===== config.mk =====
export PLATFORM = sky130hd
export DESIGN_NAME = pipe_stage_rv
export DESIGN_NICKNAME = d
export VERILOG_FILES = /design/src/rtl/pipe_pkg.sv /design/src/rtl/pipe_slot.sv /design/src/rtl/pipe_stage_rv.sv
export SDC_FILE = /design/constraint.sdc
export NUM_CORES = 1
export LEC_CHECK = 0
export ABC_AREA = 1
export CORE_MARGIN = 5
export CORE_UTILIZATION = 50
export CTS_CLUSTER_DIAMETER = 100
export DETAILED_ROUTE_END_ITERATION = 8
export GPL_TIMING_DRIVEN = 1
export PLACE_DENSITY = 0.83
export SLEW_MARGIN = 0
export SYNTH_ARGS = -nofsm -noshare
export SYNTH_HDL_FRONTEND = slang
export SYNTH_SLANG_ARGS = --single-unit

===== constraint.sdc =====
create_clock -name clk -period 6.7 [get_ports clk]
set_clock_uncertainty 0.2 [all_clocks]
set_input_delay 0.67 -clock clk [delete_from_list [all_inputs] [get_ports clk]]
set_output_delay 0.67 -clock clk [all_outputs]
set_load 0.005 [all_outputs]

===== src/rtl/pipe_pkg.sv =====
// Shared types and per-boundary constants for ready/valid pipeline stages.
//   occ_t          : stage occupancy (0..2 entries)
//   OCC_*          : named occupancy values
//   KILL_*         : payload kill masks applied to invalid entries at each stage boundary
package pipe_pkg;

    typedef logic [1:0] occ_t;

    localparam occ_t OCC_EMPTY = 2'd0;
    localparam occ_t OCC_ONE   = 2'd1;
    localparam occ_t OCC_FULL  = 2'd2;

    localparam int unsigned PAYLOAD_W_DEF = 72;
    localparam int unsigned CNT_W_DEF     = 16;

    // Kill masks assume the core's payload layout keeps side-effect enables in the low bits.
    localparam logic [PAYLOAD_W_DEF-1:0] KILL_NONE     = '0;
    localparam logic [PAYLOAD_W_DEF-1:0] KILL_MEMEX_WB = PAYLOAD_W_DEF'(72'h1); // regfile write enable
    localparam logic [PAYLOAD_W_DEF-1:0] KILL_EX_MEM   = PAYLOAD_W_DEF'(72'h3); // mem write + regfile we

endpackage


===== src/rtl/pipe_slot.sv =====
// One pipeline holding slot: valid flag, invalid tag and payload register.
// Ports:
//   clk, rst              : clock, async active-high reset (clears everything)
//   load                  : capture in_invalid/in_payload and set valid
//   clear                 : drop valid and tag (wins over load); payload kept
//   in_invalid, in_payload: data to capture
//   valid, invalid, payload: registered slot contents
module pipe_slot #(
    parameter int unsigned W = 8
) (
    input  logic         clk,
    input  logic         rst,
    input  logic         load,
    input  logic         clear,
    input  logic         in_invalid,
    input  logic [W-1:0] in_payload,
    output logic         valid,
    output logic         invalid,
    output logic [W-1:0] payload
);

    // Slot register; clear has priority so flush can override a same-cycle load.
    always_ff @(posedge clk or posedge rst) begin
        if (rst) begin
            valid   <= 1'b0;
            invalid <= 1'b0;
            payload <= '0;
        end else if (clear) begin
            valid   <= 1'b0;
            invalid <= 1'b0;
        end else if (load) begin
            valid   <= 1'b1;
            invalid <= in_invalid;
            payload <= in_payload;
        end
    end

endmodule


===== src/rtl/pipe_stage_rv.sv =====
// Generic ready/valid pipeline stage with kill mask, flush, optional skid slot
// and a saturating back-pressure counter.
// Ports:
//   clk, rst                          : clock, async active-high reset
//   flush                             : drop held and incoming entries at next edge
//   up_valid/up_ready/up_invalid/up_payload : upstream handshake and entry
//   dn_valid/dn_ready/dn_invalid/dn_payload : downstream handshake and main-slot entry
//   occupancy                         : entries held (0..2, registered)
//   stall_cnt                         : cycles with dn_valid && !dn_ready, saturating
module pipe_stage_rv
    import pipe_pkg::*;
#(
    parameter int unsigned           PAYLOAD_W = PAYLOAD_W_DEF,
    parameter logic [PAYLOAD_W-1:0]  KILL_MASK = '0,
    parameter int unsigned           SKID      = 1,
    parameter int unsigned           CNT_W     = CNT_W_DEF
) (
    input  logic                 clk,
    input  logic                 rst,
    input  logic                 flush,
    input  logic                 up_valid,
    output logic                 up_ready,
    input  logic                 up_invalid,
    input  logic [PAYLOAD_W-1:0] up_payload,
    output logic                 dn_valid,
    input  logic                 dn_ready,
    output logic                 dn_invalid,
    output logic [PAYLOAD_W-1:0] dn_payload,
    output occ_t                 occupancy,
    output logic [CNT_W-1:0]     stall_cnt
);

    logic                 acc;
    logic                 dep;
    logic [PAYLOAD_W-1:0] kill_payload;
    logic                 main_valid;
    logic                 main_load;
    logic                 main_clear;
    logic                 main_in_invalid;
    logic [PAYLOAD_W-1:0] main_in_payload;
    logic                 main_nxt;
    logic                 skid_nxt;

    assign acc          = up_valid && up_ready;
    assign dep          = main_valid && dn_ready;
    assign kill_payload = up_invalid ? (up_payload & ~KILL_MASK) : up_payload;
    assign dn_valid     = main_valid;

    pipe_slot #(.W(PAYLOAD_W)) u_main (
        .clk        (clk),
        .rst        (rst),
        .load       (main_load),
        .clear      (main_clear),
        .in_invalid (main_in_invalid),
        .in_payload (main_in_payload),
        .valid      (main_valid),
        .invalid    (dn_invalid),
        .payload    (dn_payload)
    );

    generate
        if (SKID == 1) begin : g_skid
            logic                 skid_valid;
            logic                 skid_invalid;
            logic [PAYLOAD_W-1:0] skid_payload;
            logic                 skid_load;
            logic                 skid_clear;

            pipe_slot #(.W(PAYLOAD_W)) u_skid (
                .clk        (clk),
                .rst        (rst),
                .load       (skid_load),
                .clear      (skid_clear),
                .in_invalid (up_invalid),
                .in_payload (kill_payload),
                .valid      (skid_valid),
                .invalid    (skid_invalid),
                .payload    (skid_payload)
            );

            // Skid empty means room for one more entry even if main stalls.
            assign up_ready = !skid_valid;

            // Main refills from skid first to keep FIFO order; skid catches input when main is stuck.
            always_comb begin
                main_load       = 1'b0;
                main_in_invalid = up_invalid;
                main_in_payload = kill_payload;
                skid_load       = 1'b0;
                skid_clear      = flush;
                if (!flush) begin
                    if (!main_valid || dn_ready) begin
                        if (skid_valid) begin
                            main_load       = 1'b1;
                            main_in_invalid = skid_invalid;
                            main_in_payload = skid_payload;
                            skid_clear      = 1'b1;
                        end else if (acc) begin
                            main_load = 1'b1;
                        end
                    end else if (acc) begin
                        skid_load = 1'b1;
                    end
                end
                main_clear = flush || (dep && !main_load);
            end

            assign skid_nxt = skid_load || (skid_valid && !skid_clear);
        end else begin : g_noskid
            assign up_ready = !main_valid || dn_ready;

            always_comb begin
                main_load       = !flush && acc;
                main_in_invalid = up_invalid;
                main_in_payload = kill_payload;
                main_clear      = flush || (dep && !acc);
            end

            assign skid_nxt = 1'b0;
        end
    endgenerate

    assign main_nxt = main_load || (main_valid && !main_clear);

    // Occupancy tracks the slot valids as they will be after this edge.
    always_ff @(posedge clk or posedge rst) begin
        if (rst) begin
            occupancy <= OCC_EMPTY;
        end else begin
            occupancy <= occ_t'(main_nxt) + occ_t'(skid_nxt);
        end
    end

    // Back-pressure counter, saturating at all-ones; flush does not touch it.
    always_ff @(posedge clk or posedge rst) begin
        if (rst) begin
            stall_cnt <= '0;
        end else if (main_valid && !dn_ready && (stall_cnt != '1)) begin
            stall_cnt <= stall_cnt + CNT_W'(1);
        end
    end

endmodule

== Yosys cells after proc, flatten, opt, wreduce, memory -nomap -nowiden ==
Cells that the tools add are included.

* Register bits: 166
* Latch bits: 0
* Memory bits (writable): 0
* Bits in read-only memories: 0
* Output and inout bits: 93
* Word-level logic and storage cells: 57
* Memories kept: 0

* Add/subtract/negate cells: 2
* Multiply operators: 0
* Div/mod/pow operators: 0
* Order comparisons: 0
* Equality and inequality tests: 1
* Shifts and indexed selects: 0
* Mux-type cells: 23
* Bitwise logic cells: 2
* Reductions and logical operators: 21

{| class="wikitable"
|+ Operators with widths
! cell !! count
|-
| 2-to-1 mux 72 bit || 3
|-
| 2-to-1 mux 1 bit || 20
|-
| adder 16 x 1 -> 16 bit, second input constant || 1
|-
| != test 16 bit, second input constant || 1
|-
| logical AND 1 bit || 7
|-
| zero test 1 bit || 6
|-
| logical OR 1 bit || 4
|-
| AND reduction 2 bit || 2
|-
| nonzero test 2 bit || 2
|-
| adder 1 x 1 -> 2 bit || 1
|-
| inverter 1 bit || 2
|}

== Longest topological paths before layout ==
Gate-level depths: netlist (run 1).

* Depth after elaboration: 13
* Gate-level depth with buffers: 9

== Cells and area by module ==
A second synthesis (run 1) with hierarchy kept.

* Cell total of the unflattened synthesis: 901
* Area, all modules: 7935.1 sq um

{| class="wikitable"
|+ By module, submodules not included
! module !! instances !! cells an instance !! area each (sq um) !! seq. area each (sq um)
|-
| pipe_slot || 2 || 322 || 2957.8 || 1851.8
|-
| pipe_stage_rv || 1 || 257 || 2019.4 || 450.4
|}

== Worst setup path after synthesis (run 1) ==
No wires, ideal clock.

* Path kind: input-to-reg
* Start point: in dn_ready
* End point: reg occupancy[0]
* Library setup time: 0.126 ns
* Arrival: 1.565 ns
* Path slack: 4.809 ns
* Stages on the path: 6
* Cells stage by stage: nor2_8 > nand4_2 > buf_2 > buf_2 > o21ai_0 > ha_1

* Longest elaborated chain between the ends: 10
* Elaborated cells on any way between the ends: 18

{| class="wikitable"
|+ Ends and longest elaborated chain
! what !! line !! source
|-
| start, declared || pipe_stage_rv.sv:26 || <nowiki>input logic dn_ready,</nowiki>
|-
| logical OR 1 bit || pipe_stage_rv.sv:92 || <nowiki>if (!main_valid || dn_ready) begin</nowiki>
|-
| 2-to-1 mux 1 bit || pipe_stage_rv.sv:92 ||
|-
| 2-to-1 mux 1 bit || pipe_stage_rv.sv:91 || <nowiki>if (!flush) begin</nowiki>
|-
| zero test 1 bit || pipe_stage_rv.sv:105 || <nowiki>main_clear = flush || (dep && !main_load);</nowiki>
|-
| logical AND 1 bit || pipe_stage_rv.sv:105 ||
|-
| logical OR 1 bit || pipe_stage_rv.sv:105 ||
|-
| zero test 1 bit || pipe_stage_rv.sv:123 || <nowiki>assign main_nxt = main_load || (main_valid && !main_clear);</nowiki>
|-
| logical AND 1 bit || pipe_stage_rv.sv:123 ||
|-
| logical OR 1 bit || pipe_stage_rv.sv:123 ||
|-
| adder 1 x 1 -> 2 bit * || pipe_stage_rv.sv:130 || <nowiki>occupancy <= occ_t'(main_nxt) + occ_t'(skid_nxt);</nowiki>
|-
| end signal, assigned || pipe_stage_rv.sv:130 ||
|-
| end, declared || pipe_stage_rv.sv:29 || <nowiki>output occ_t occupancy,</nowiki>
|}

Mark *: on every way between the ends. The rest lies on a longest branch, timed or not.
A chain may end at the register's enable or synchronous reset.

== Worst setup path in the final report (run 1) ==
* Start point: in dn_ready
* End point: reg u_main.payload[52]

* Longest elaborated chain between the ends: 8
* Elaborated cells on any way between the ends: 11

{| class="wikitable"
|+ Ends and longest elaborated chain
! what !! line !! source
|-
| logical OR 1 bit || pipe_stage_rv.sv:92 ||
|-
| 2-to-1 mux 1 bit || pipe_stage_rv.sv:92 ||
|-
| 2-to-1 mux 1 bit || pipe_stage_rv.sv:91 ||
|-
| zero test 1 bit || pipe_stage_rv.sv:105 ||
|-
| logical AND 1 bit || pipe_stage_rv.sv:105 ||
|-
| logical OR 1 bit || pipe_stage_rv.sv:105 ||
|-
| inverter 1 bit (no line) || -- ||
|-
| AND reduction 2 bit (no line) || -- ||
|-
| end signal, assigned || pipe_slot.sv:34 || <nowiki>payload <= in_payload;</nowiki>
|-
| end, declared || pipe_slot.sv:19 || <nowiki>output logic [W-1:0] payload</nowiki>
|}

Several ways; a longest one is shown, not always the timed one.

==> results of run 1 <==
## stage by stage
stage | total power, mW | utilization [%] | setup slack (ps) | std cells
floorplan | 1.60 | - | 1340 | 872
global placement | 1.89 | 62.5 | 3190 | 1181
detailed placement | 1.92 | 62.5 | 3180 | 1181
CTS | 2.88 | 66.5 | 3610 | 1212
global route | 3.00 | 66.5 | 3440 | 1212
finish | 2.85 | 66.5 | 3590 | 1212
## kinds of logic (layout without fill, tap and decap cells)
logic type,Yosys count,in the layout,share of synthesized area (%)
AO/OA/AOI/OAI,226,226,15.5
XOR/XNOR,7,7,0.832
adder cells (fa/ha/maj),2,2,0.339
buffers and inverters,140,296,8.77
flip-flops,166,166,56.3
AND/OR/NAND/NOR,331,331,18.2
## critical path: stages
cell	delay, ps
clkdlybuf4s50_1	500
nor2_8	240
inv_2	80
nand3_4	470
buf_4	750
a21oi_1	180
o21ai_1	140
nand2_1	90
## routing by layer
layer / GRT usage, % / wire length, um / vias to the layer above
met5: 0 / 0 / -
met4: 7.54 / 473 / 0
li1: - / - / 3082
met3: 5.54 / 1060 / 40
met2: 29.3 / 7680 / 182
met1: 27.4 / 7840 / 2800
## layout make-up
type / instances / area [um2] / area share, %
multi-input cells: 566 / 2590 / 26.9
well taps: 184 / 230 / 2.39
clock buffers: 24 / 512 / 5.31
repair buffers: 174 / 1730 / 18.0
clock inverters: 7 / 68.8 / 0.714
inverters: 91 / 349 / 3.62
flip-flops and latches: 166 / 4150 / 43.1
## flip-flops by register name, summed over array words and instances (netlist names)
register               cells
stall_cnt                 16
g_skid.u_skid.invalid      1
g_skid.u_skid.valid        1
g_skid.u_skid.payload     72
u_main.payload            72
u_main.valid               1
occupancy                  2
u_main.invalid             1
## worst paths after layout
check / endpoint / slack [ps] / cells after the start
min: u_main.payload[16] / 280 / 2
max: u_main.payload[52] / 3590 / 8
min in group asynchronous: u_main.payload[33] / 600 / 2
max in group asynchronous: g_skid.u_skid.payload[1] / 4290 / 3
max reg2reg: u_main.payload[52] / 3970 / 7
min reg2reg: u_main.payload[16] / 280 / 2
## where the power goes
part	internal, mW	switching (mW)	total [mW]
logic	0.311	0.247	0.557
clock network	0.568	0.380	0.948
registers	1.21	0.132	1.34
## synthesized netlist by cell type
cell type	count
buf_4	1
nor2_1	14
nor2_8	1
nand3_2	2
nor2_4	2
inv_1	86
buf_6	10
nand3_1	9
clkbuf_1	4
nor2_2	2
o21ai_1	109
o21ai_4	1
a21oi_1	73
inv_2	5
o211ai_1	1
buf_2	34
nand4_2	1
o21ai_0	42
xnor2_1	7
nand4_1	8
ha_1	2
nand2_1	288
dfrtp_1	166
nand2_2	4
## cells in the final DEF, fill, tap and decap left out, types with 2 or more instances in the layout
cell type	count
nand2_1	288
clkdlybuf4s50_1	170
dfrtp_1	166
o21ai_1	109
inv_1	85
a21oi_1	73
o21ai_0	42
clkbuf_16	17
nor2_1	14
nand3_1	9
nand4_1	8
xnor2_1	7
clkbuf_8	6
inv_2	4
nand2_2	4
buf_4	4
clkinv_2	3
nor2_2	2
nor2_4	2
ha_1	2
clkinvlp_4	2
==> impl_metrics.yaml, run 1 <==
run_status:
  status: "completed"
critical_path:
  path_max_fanout: 80
  path_class: "in -> reg"
  cp_data_required_time_ps: 6800
  cp-startpoint: "dn_ready"
  end_kind: "flop"
  crit_path_start_kind: "primary input"
  arrival_ps: 3210
  r2r_start: "g_skid.u_skid.valid"
worst_hold_path:
  hp-start: "u_main.payload[16]"
  hp-class: "reg -> reg"
drt:
  dr.pass1.iters: 6
  drt_iter0_markers: 513
  routed_wl_mm: 17.1
  vias_per_cell: 5.04
  drcViolationCount: 0
  wl_per_cell_um: 14.1
  antenna_left: 0
  via_count: 6104
floorplanning:
  ios: 171
  dieArea_um2: 17300
  rows: 44
  core_area_um2: 14500
  die_y_um: 131
  initial_core_util_pct: 50.9
  die_w_um: 131
place:
  place_congestion: 0.793
  io_buffers: 170
  place_hpwl_mm: 11.2
  dpl_cell_area_um2: 9050
timing:
  tns_ps: 0
  rsz0062_at_grt: "no"
  post-route-min-period_ps: 3110
  worstMarginPinSlew_ps: 924
  hold_violations: 0
  max_freq_mhz: 321
  fin_crit_sh_pct: 46.5
  drv_slew: 0
  setup_viol: 0
  maxSlewHeadroom_pct: 38.4
  hold_ws_ps: 277
synthesis:
  synth.area.top_cells: "dfrtp_1 (56%), nand2_1 (15%), o21ai_1 (7.4%)"
  ys_ff_latch: 166
  yosysSeqAreaShare_pct: 56.3
  synth_area_leader_cell: "dfrtp_1"
  avgSynthCellArea_um2: 8.46
  yosys.area.top_type_share_pct: 56.3
  postSynthCellCount: 872
  syn_area_um2: 7370
  synth_cell_types: 24
  synth_nets: 952
  yosys_warnings: 0
clock_network:
  clockBufferDepth: 2
  clk_pin_slew_ps: 60
  cts.htree.levels: 4
  cts_tree: "built"
  clk_latency_ps: 420
  cts_buffers: 17
  post_cts_buffers: 0
  cts_hold_buf: 0
  postCtsResizedCells: 0
  clock_sinks: 166
  clockRootBuffer: "clkbuf_16"
global_route:
  grt_usage_pct: 19.6
  grt_max_degree: 101
  gr-total-overflow: 0
  first_global_vias: 5806
  grt_pass1_wl_mm: 28.4
  antenna_found_initial: 0
final_layout:
  fillers: 1164
  drive_above_1_share_pct: 5.16
  syn_to_final_growth_pct: 30.7
  nets: 1096
  stdcell_area_um2: 9630
  n_antenna_cell: 0
job:
  maxCapViolCount: 0
power_and_ir_drop:
  ir_drop_mv: 0.179
  power_density_nw_per_um2: 296
  p_leak_nw: 4.72
Note: power is estimated with default switching activity, not from simulation.
==> run 2, diff against run 1 <==
Settings changed: CORE_UTILIZATION 50 to 45, PLACE_DENSITY 0.83 to 0.79.
Clock period 6.7 ns to 2.54 ns, I/O delays scaled along.
==> run 2 against run 1 <==
Net effect: count of clock-buffer cells in the layout shrank 7; die area grew 10%; worst hold slack lost 87 ps; core utilization shrank 4.5 points; non-clock buffer count grew 11; register-to-register slack lost 3400 ps; combinational power grew to 2.7 times the previous value; wire length grew 0.75%; total power grew to 2.7 times the previous value; global-route usage shrank 1.8 points; sequential share of layout area shrank 1.3 points; flip-flop and latch count is the same; critical endpoint is now stall_cnt[15].
==> impl_metrics.yaml, run 2 (same netlist as run 1, synthesis figures left out) <==
run_status:
  status: "completed"
drt:
  vias_per_cell: 4.93
  drt_iter0_markers: 370
  via_count: 6188
  antenna_left: 0
  routed_wl_mm: 17.2
  dr.pass1.iters: 5
  wl_per_cell_um: 13.7
  drcViolationCount: 0
clock_network:
  post_cts_buffers: 0
  clockRootBuffer: "clkbuf_16"
  clk_pin_slew_ps: 70
  cts_hold_buf: 1
  clock_sinks: 166
  cts_tree: "built"
  cts_buffers: 17
  clockBufferDepth: 2
  clk_latency_ps: 430
  postCtsResizedCells: 0
  cts.htree.levels: 4
floorplanning:
  die_y_um: 138
  ios: 171
  die_w_um: 138
  initial_core_util_pct: 46.1
  core_area_um2: 16000
  rows: 46
  dieArea_um2: 19000
global_route:
  gr-total-overflow: 0
  first_global_vias: 5760
  grt_usage_pct: 17.9
  grt_max_degree: 91
  grt_pass1_wl_mm: 28.7
  antenna_found_initial: 0
critical_path:
  path_max_fanout: 12
  cp_data_required_time_ps: 2650
  rrSetupSlack_ps: 520
  end_kind: "flop"
  arrival_ps: 2130
  path_class: "reg -> reg"
  r2r.worst_path.cells: 8
  crit_path_start_kind: "flop"
power_and_ir_drop:
  p_comb_share_pct: 19.3
  power_density_nw_per_um2: 784
  intPower_mw: 5.64
  clkPwrFrac_pct: 35.2
  switching_power_mw: 2.15
  p_total_mw: 7.78
  ir_drop_mv: 0.467
  switching_share_pct: 27.6
  p_leak_nw: 4.85
  p_seq_share_pct: 45.5
final_layout:
  syn_to_final_growth_pct: 34.7
  drive_above_1_share_pct: 6.25
  n_antenna_cell: 0
  final_common_cell: "nand2_1"
  nets: 1107
  most-common-layout-cells: "nand2_1 (288), clkdlybuf4s50_1 (170), dfrtp_1 (166)"
  stdcell_area_um2: 9930
  largestRegisters: "g_skid.u_skid.payload (72), u_main.payload (72), stall_cnt (16)"
worst_hold_path:
  whs_path_depth: 3
  hp-class: "in -> reg"
timing:
  fin_crit_sh_pct: 79.5
  max_freq_mhz: 495
  post-route-min-period_ps: 2020
  setup_viol: 0
  drv_slew: 0
  maxSlewHeadroom_pct: 74.2
  rsz0062_at_grt: "no"
  hold_ws_ps: 190
  tns_ps: 0
  hold_violations: 0
  worstMarginPinSlew_ps: 386
place:
  place_hpwl_mm: 11.6
  dpl_cell_area_um2: 9290
  place_congestion: 0.808
  io_buffers: 170
job:
  maxCapViolCount: 0
[run 2: final cells by class]
type / instances / area (um2)
Clock buffer: 17 / 425
Clock inverter: 15 / 206
Fill cell: 1363 / 6070
Inverter: 91 / 348
Multi-Input combinational cell: 566 / 2590
Sequential cell: 166 / 4150
Tap cell: 216 / 270
Timing Repair Buffer: 185 / 1940
[run 2: metrics by stage]
step | cells | utilization, % | setup slack (ps)
after floorplan | 872 | - | -26.8
after global placement | 1223 | 58.1 | 422
after detailed placement | 1223 | 58.1 | 333
after CTS | 1256 | 62.1 | 511
after global routing | 1256 | 62.1 | 347
final | 1256 | 62.1 | 521
[run 2: worst paths after layout]
check                                        from                        end
min in group asynchronous                     rst         u_main.payload[31]
worst min register to register  u_main.payload[6]          u_main.payload[6]
worst min-delay path               up_payload[17]  g_skid.u_skid.payload[17]
max in group asynchronous                     rst  g_skid.u_skid.payload[13]
worst max-delay path                 stall_cnt[0]              stall_cnt[15]
worst max register to register       stall_cnt[0]              stall_cnt[15]
[run 2: worst max-delay path, cell delays in order, from the launching register on]
cell and delay, ps:
dfrtp_1 440, ha_1 270, nand3_2 150, inv_2 90
nand2_2 60, o21ai_4 320, inv_2 190, nand2_1 110
nand2_1 60
[run 2: power by group through the flow]
stage,combinational [mW],sequential (mW),clock [mW]
final,1.50,3.54,2.74
after global routing,1.69,3.61,2.91
after CTS,1.53,3.54,2.79
after detailed placement,1.52,3.57,0
after global placement,1.47,3.57,0
after floorplan,0.679,3.54,0
[run 2: metal layers]
layer / vias to the layer above / global-route usage [%] / wire length [um]
met1: 2876 / 25.1 / 7990
met3: 20 / 4.90 / 1130
met4: 0 / 5.30 / 257
met2: 195 / 27.3 / 7810
li1: 3097 / - / -
met5: - / 0 / 0
